### config.mk
export PLATFORM = sky130hd
export DESIGN_NAME = uart_core
export DESIGN_NICKNAME = d
export VERILOG_FILES = /design/src/rtl/uart_pkg.sv /design/src/rtl/uart_baud_tick.sv /design/src/rtl/uart_core.sv
export SDC_FILE = /design/constraint.sdc
export NUM_CORES = 1
export LEC_CHECK = 0
export CORE_AREA = 2 2 114 116
export DETAILED_ROUTE_END_ITERATION = 10
export DIE_AREA = 0 0 116 118
export GPL_TIMING_DRIVEN = 1
export MAX_ROUTING_LAYER = met4
export PLACE_DENSITY_LB_ADDON = 0.2
export SLEW_MARGIN = 30
export SYNTH_ARGS = -nofsm -noshare
export SYNTH_HDL_FRONTEND = slang
export SYNTH_SLANG_ARGS = --single-unit
export TNS_END_PERCENT = 50
### constraint.sdc
create_clock -name CLK -period 2.8 [get_ports CLK]
set_input_delay 0.42 -clock CLK [delete_from_list [all_inputs] [get_ports CLK]]
set_output_delay 0.42 -clock CLK [all_outputs]
set_load 0.02 [all_outputs]
### src/rtl/uart_pkg.sv
// Shared types, constants and parity helper for the UART transceiver.
package uart_pkg;

  localparam int MIN_PRESCALE   = 4;
  localparam int MAX_DATA_WIDTH = 9;

  typedef enum logic [2:0] {
    TX_IDLE, TX_START, TX_DATA, TX_PARITY, TX_STOP, TX_STOP2
  } tx_state_t;

  typedef enum logic [2:0] {
    RX_IDLE, RX_START, RX_DATA, RX_PARITY, RX_STOP
  } rx_state_t;

  // Callers zero-extend narrower payloads, which leaves the XOR unchanged.
  function automatic logic par_bit(input logic [MAX_DATA_WIDTH-1:0] data, input logic typ);
    return (^data) ^ typ;
  endfunction

endpackage

### src/rtl/uart_baud_tick.sv
// Free-running oversample tick: one-cycle pulse every max(Baud_Div,1) clocks.
module uart_baud_tick #(
  parameter int DIV_WIDTH = 16
) (
  input  logic                 CLK,
  input  logic                 RST,
  input  logic [DIV_WIDTH-1:0] Baud_Div,
  output logic                 tick
);

  logic [DIV_WIDTH-1:0] cnt;
  logic [DIV_WIDTH-1:0] last;

  assign last = (Baud_Div == '0) ? '0 : Baud_Div - DIV_WIDTH'(1);
  // >= so a divider lowered below the running count wraps at once
  assign tick = (cnt >= last);

  always_ff @(posedge CLK or negedge RST) begin
    if (!RST)      cnt <= '0;
    else if (tick) cnt <= '0;
    else           cnt <= cnt + DIV_WIDTH'(1);
  end

endmodule

### src/rtl/uart_core.sv
// Full-duplex UART: TX and RX FSMs sharing one oversample tick generator.
module uart_core
  import uart_pkg::*;
#(
  parameter int DATA_WIDTH = 8,
  parameter int DIV_WIDTH  = 16
) (
  input  logic                  CLK,
  input  logic                  RST,
  input  logic [DIV_WIDTH-1:0]  Baud_Div,
  input  logic [5:0]            Prescale,
  input  logic                  PAR_EN,
  input  logic                  PAR_TYP,
  input  logic                  STOP2,
  input  logic                  Data_Valid_TX,
  input  logic [DATA_WIDTH-1:0] P_DATA_TX,
  output logic                  TX_OUT,
  output logic                  Busy,
  input  logic                  RX_IN,
  output logic [DATA_WIDTH-1:0] P_DATA_RX,
  output logic                  data_valid_RX,
  output logic                  Parity_error,
  output logic                  Framing_error
);

  function automatic logic [5:0] eff_prescale(input logic [5:0] p);
    logic [5:0] e;
    e = p & 6'b111110;
    return (e < 6'(MIN_PRESCALE)) ? 6'(MIN_PRESCALE) : e;
  endfunction

  function automatic logic [MAX_DATA_WIDTH-1:0] widen(input logic [DATA_WIDTH-1:0] d);
    logic [MAX_DATA_WIDTH-1:0] w;
    w = '0;
    w[DATA_WIDTH-1:0] = d;
    return w;
  endfunction

  logic tick;

  uart_baud_tick #(.DIV_WIDTH(DIV_WIDTH)) u_tick (
    .CLK      (CLK),
    .RST      (RST),
    .Baud_Div (Baud_Div),
    .tick     (tick)
  );

  tx_state_t             tx_state;
  logic [5:0]            tx_p, tx_cnt;
  logic [3:0]            tx_bit;
  logic [DATA_WIDTH-1:0] tx_shift;
  logic                  tx_par_en, tx_stop2, tx_par;

  always_ff @(posedge CLK or negedge RST) begin
    if (!RST) begin
      tx_state  <= TX_IDLE;
      TX_OUT    <= 1'b1;
      Busy      <= 1'b0;
      tx_p      <= 6'(MIN_PRESCALE);
      tx_cnt    <= '0;
      tx_bit    <= '0;
      tx_shift  <= '0;
      tx_par_en <= 1'b0;
      tx_stop2  <= 1'b0;
      tx_par    <= 1'b0;
    end else begin
      case (tx_state)
        TX_IDLE: if (Data_Valid_TX) begin
          tx_state  <= TX_START;
          TX_OUT    <= 1'b0;
          Busy      <= 1'b1;
          tx_p      <= eff_prescale(Prescale);
          tx_cnt    <= '0;
          tx_shift  <= P_DATA_TX;
          tx_par_en <= PAR_EN;
          tx_stop2  <= STOP2;
          tx_par    <= par_bit(widen(P_DATA_TX), PAR_TYP);
        end
        default: if (tick) begin
          if (tx_cnt != tx_p - 6'd1) begin
            tx_cnt <= tx_cnt + 6'd1;
          end else begin
            tx_cnt <= '0;
            case (tx_state)
              TX_START: begin
                tx_state <= TX_DATA;
                TX_OUT   <= tx_shift[0];
                tx_shift <= tx_shift >> 1;
                tx_bit   <= 4'd1;
              end
              TX_DATA: begin
                if (tx_bit == 4'(DATA_WIDTH)) begin
                  tx_state <= tx_par_en ? TX_PARITY : TX_STOP;
                  TX_OUT   <= tx_par_en ? tx_par : 1'b1;
                end else begin
                  TX_OUT   <= tx_shift[0];
                  tx_shift <= tx_shift >> 1;
                  tx_bit   <= tx_bit + 4'd1;
                end
              end
              TX_PARITY: begin
                tx_state <= TX_STOP;
                TX_OUT   <= 1'b1;
              end
              TX_STOP: begin
                tx_state <= tx_stop2 ? TX_STOP2 : TX_IDLE;
                Busy     <= tx_stop2;
              end
              default: begin
                tx_state <= TX_IDLE;
                Busy     <= 1'b0;
              end
            endcase
          end
        end
      endcase
    end
  end

  logic [1:0]            rx_sync;
  logic                  rx_s, rx_s0, rx_s1, rx_maj;
  rx_state_t             rx_state;
  logic [5:0]            rx_p, rx_cnt, rx_half;
  logic [3:0]            rx_bit;
  logic [DATA_WIDTH-1:0] rx_shift;
  logic                  rx_par_en, rx_par_typ, rx_par_err;

  assign rx_s    = rx_sync[1];
  assign rx_half = {1'b0, rx_p[5:1]};
  assign rx_maj  = (rx_s0 & rx_s1) | (rx_s0 & rx_s) | (rx_s1 & rx_s);

  always_ff @(posedge CLK or negedge RST) begin
    if (!RST) begin
      rx_sync       <= 2'b11;
      rx_state      <= RX_IDLE;
      rx_p          <= 6'(MIN_PRESCALE);
      rx_cnt        <= '0;
      rx_bit        <= '0;
      rx_shift      <= '0;
      rx_s0         <= 1'b1;
      rx_s1         <= 1'b1;
      rx_par_en     <= 1'b0;
      rx_par_typ    <= 1'b0;
      rx_par_err    <= 1'b0;
      P_DATA_RX     <= '0;
      data_valid_RX <= 1'b0;
      Parity_error  <= 1'b0;
      Framing_error <= 1'b0;
    end else begin
      rx_sync       <= {rx_sync[0], RX_IN};
      data_valid_RX <= 1'b0;
      Parity_error  <= 1'b0;
      Framing_error <= 1'b0;
      case (rx_state)
        RX_IDLE: if (!rx_s) begin
          rx_state   <= RX_START;
          rx_p       <= eff_prescale(Prescale);
          rx_cnt     <= '0;
          rx_par_en  <= PAR_EN;
          rx_par_typ <= PAR_TYP;
          rx_par_err <= 1'b0;
        end
        default: if (tick) begin
          rx_cnt <= (rx_cnt == rx_p - 6'd1) ? 6'd0 : rx_cnt + 6'd1;
          if (rx_cnt == rx_half - 6'd2) rx_s0 <= rx_s;
          if (rx_cnt == rx_half - 6'd1) rx_s1 <= rx_s;
          // Third sample tick: majority decision for the current bit
          if (rx_cnt == rx_half) begin
            case (rx_state)
              RX_START:  if (rx_maj) rx_state <= RX_IDLE;
              RX_DATA:   rx_shift <= {rx_maj, rx_shift[DATA_WIDTH-1:1]};
              RX_PARITY: rx_par_err <= rx_maj ^ par_bit(widen(rx_shift), rx_par_typ);
              RX_STOP: begin
                rx_state      <= RX_IDLE;
                P_DATA_RX     <= rx_shift;
                Framing_error <= ~rx_maj;
                Parity_error  <= rx_par_en & rx_par_err;
                data_valid_RX <= rx_maj & ~(rx_par_en & rx_par_err);
              end
              default: ;
            endcase
          end
          if (rx_cnt == rx_p - 6'd1) begin
            case (rx_state)
              RX_START: begin
                rx_state <= RX_DATA;
                rx_bit   <= '0;
              end
              RX_DATA: begin
                if (rx_bit == 4'(DATA_WIDTH - 1))
                  rx_state <= rx_par_en ? RX_PARITY : RX_STOP;
                else
                  rx_bit <= rx_bit + 4'd1;
              end
              RX_PARITY: rx_state <= RX_STOP;
              default: ;
            endcase
          end
        end
      endcase
    end
  end

endmodule

==> key figures <==
Setup path
  • WS Path Type: input port to flop
  • Crit path DAT: 3.91 ns
  • Slowest stage cell, crit path: or4_4
  • Startpoint types: input port
  • CP Data Required Time: 3.02 ns
  • Crit. End Element: flop
  • Worst path max stage delay: 0.52 ns
  • Crit path cell chain: buf_6 -> or4_4 -> or3_4 -> or4_4 -> nor3_2 -> a21oi_1 -> ha_1 -> nand4_4 -> a211o_1 -> nor3_4 -> buf_6 -> nor4_4 -> nor2_2 -> and3_4 -> buf_12 -> mux2_4
  • Maximum fanout along the worst path: 8

GRT
  • Vias in the first global route: 4564
  • First-pass GRT wire length: 21.3 mm
  • GR Util All Layers: 19.8%
  • Largest net degree at the start of global routing: 49
  • Initial antenna violation count: 0
  • Grt total ovfl: 0

STA
  • Clk_skew: 0.0118 ns
  • Period minus WS final: 3.69 ns
  • Worst-Margin Slew: 0.664 ns
  • RSZ-0062 raised after global routing: yes
  • Worst setup margin: -0.885 ns
  • Tcrit/Tclk final: 132%
  • Fmax: 0.271 GHz
  • Rel. slew slack: 55.7%
  • Hold Violations, Final: 0
  • Max-slew violations: 0
  • Setup violations, final: 74

Power
  • Leak: 3.24 nW
  • Worst IR drop on VDD: 0.299 mV
  • P per Cell Area: 646 mW/mm^2
  • Final Power: 4.83 mW

Logic synthesis
  • Mux contribution to synthesized area: 7.27%
  • Post-Syn Area: 0.00570 sq mm
  • Area leader, netlist: dfrtp_1
  • Mapped Cells: 601
  • Simple-Gate Fraction of Synth Area: 21.4%
  • Yosys cell types: 63
  • Adder and majority gate portion of the synthesized area: 6.33%
  • Mapped Nets: 666
  • Yosys warning count: 0
  • Synth Area in Compound Gates: 11.9%
  • Avg Cell Area, Syn: 9.48 sq um
  • Main combinational cell family by area after synthesis: simple AND/OR/NAND/NOR gates
  • Most area-consuming cells after synthesis: dfrtp_1, ha_1, xnor2_1
  • Post-synth EDFFs: 0
  • Async SR Flop Fraction: 100%
  • Post-synth top area share: 36.9%
  • Synthesis-stage register bit count: 91
  • Register area share after synthesis: 40.1%
  • Post-Synth XOR/XNOR Area: 9.97%
  • Most used DFF post-synth: dfrtp_1

Route
  • Via count: 4695
  • Vias per inst: 5.36
  • Iteration-0 DRC Markers: 185
  • ANT nets after route: 0
  • Drc violations: 0
  • Drt first pass iters: 4
  • Wire per inst: 14.7 um
  • Final wirelength: 12.9 mm

Placed design
  • Port Buf Inserts: 48
  • Placement Setup Slack: -1.86 ns
  • DP Wirelength: 9.19 mm
  • Final Wtd Congestion: 0.798

Floorplanning
  • Core Region: 0.0124 sq mm
  • Die H: 118 um
  • Row count: 41
  • Die ar.: 0.0137 sq mm
  • Die W: 116 um
  • IO Count: 50
  • Starting Density: 45.9%

Clocking
  • CTS Buffer Depth: 2
  • Skew-Pair Late Insertion Delay: 0.35 ns
  • Number of H-tree levels: 3
  • Clock Root Buffer: clkbuf_16
  • Number of hold buffers added after CTS: 0
  • Num CTS Buffers: 9
  • Number of clock sinks: 91
  • CTS clock-pin slew for the worst setup and hold paths: 0.06 ns
  • CTS tree: yes

Finish
  • Commonest non-fill, non-tap cells in the layout: dfrtp_1, nand2_1, nor2_1
  • Nets: 764
  • Filler cells: 1096
  • Commonest non-fill, non-tap cell in the layout: dfrtp_1
  • Antenna Cells: 0
  • P&R area growth vs syn: 31.2%
  • Layout cells sized above 1: 24.9%

Flow run
  • Max-cap violations: 0

Outcome
  • Failing checks: setup timing
  • Status: complete, but fails checks

Hold path
  • Worst Hold Class: input port to async pin
[layer usage]
metal | wire (um) | track usage, %
met1 | 6160 | 26.6
met2 | 6090 | 30.5
met3 | 426 | 4.12
met4 | 172 | 5.13
met5 | 0 | -
[registers in the layout, indices dropped and copies added, names as in the netlist, 2 cells and up]
name,cells
P_DATA_RX,8
rx_bit,4
rx_cnt,6
rx_p,5
rx_shift,8
rx_state,3
rx_sync,2
tx_bit,4
tx_cnt,6
tx_p,5
tx_shift,8
tx_state,3
u_tick.cnt,16
[cells by family after synthesis]
| logic type | after synthesis |
|---|---|
| fa+ha+maj | 29 |
| compound gates | 104 |
| flops | 91 |
| mux | 38 |
| simple gates | 237 |
| buf+inv | 38 |
| xor+xnor | 64 |
[worst paths after layout]
| kind | startpoint | endpoint | slack [ns] | cells past startpoint |
|---|---|---|---|---|
| min in group CLK | rx_sync[0]$_DFF_PN1_ | rx_sync[1]$_DFF_PN1_ | 0.35 | 0 |
| setup / recovery | Baud_Div[6] | P_DATA_RX[5]$_DFFE_PN0P_ | -0.89 | 16 |
| max in group asynchronous | RST | rx_p[2]$_DFFE_PN1P_ | 1.97 | 2 |
| hold reg to reg | rx_sync[0]$_DFF_PN1_ | rx_sync[1]$_DFF_PN1_ | 0.35 | 0 |
| setup reg to reg | rx_p[3]$_DFFE_PN0P_ | rx_bit[3]$_DFFE_PN0P_ | 0.12 | 10 |
| hold / removal | RST | tx_bit[2]$_DFFE_PN0P_ | 0.11 | 1 |
[final cells by class]
cell class / count / area (sq um) / share of cell area (%)
well taps: 172 / 215 / 2.88
inverters: 16 / 60.1 / 0.804
multi-input cells: 472 / 3600 / 48.2
repair buffers: 109 / 1020 / 13.6
clock inverters: 4 / 50.0 / 0.670
flip-flops and latches: 91 / 2290 / 30.6
clock buffers: 12 / 246 / 3.30
[cell usage after synthesis (2+ instances only)]
master,count
inv_1,16
buf_1,3
nand3b_1,5
nand4_2,2
nand2_1,63
o21ai_0,50
mux2i_1,11
a22oi_1,4
clkbuf_1,9
buf_2,8
or4_1,3
dfstp_2,7
and3_1,14
dfrtp_1,84
mux2_2,18
mux2_1,9
nand4_1,7
a21o_1,4
nand3_1,31
or3_1,4
nor2_1,56
nor3_1,13
a31oi_1,6
nor2b_1,5
nand2b_1,9
xor2_1,29
a21oi_1,15
nor3b_1,4
nor4bb_1,2
a211oi_1,3
xnor2_1,34
buf_6,2
nor4_1,4
o31ai_1,4
o41ai_2,2
a32o_1,4
and2_1,4
ha_1,28
[stage by stage]
stage	setup TNS, ns	hold slack [ns]	cell area [sq um]	utilization, %	std cells
3_3_place_gp	-118.10	0.349	6780	54.6	851
4_1_cts	-58.96	0.136	7190	58.0	871
5_1_grt	-63.02	0.160	7470	60.2	876
3_5_place_dp	-121.04	0.350	6780	54.6	851
2_1_floorplan	-75.34	0.124	5780	-	601
6_report	-52.73	0.113	7470	60.2	876
[report_power, final]
group          internal (mW)  switching, mW
Sequential              1.53          0.345
Clock                  0.716          0.511
Combinational          0.852          0.872
Total                   3.10           1.73
[what timing repair did]
| item | CTS | global route |
|---|---|---|
| pin swaps | 13 | 21 |
| gates cloned | 0 | 0 |
| resized for setup | 37 | 76 |
| buffers inserted | 5 | 5 |
| setup endpoints to repair | 74 | 74 |
[worst max-delay path, delay by kind of cell]
kind	cells	cell delay (ns)
adders and majority gates	1	0.32
buffers and inverters	3	0.35
and+or+nand+nor	9	2.11
AOI/OAI and AO/OA	2	0.38
muxes	1	0.30
No activity file was read; power rests on OpenSTA's default activity.
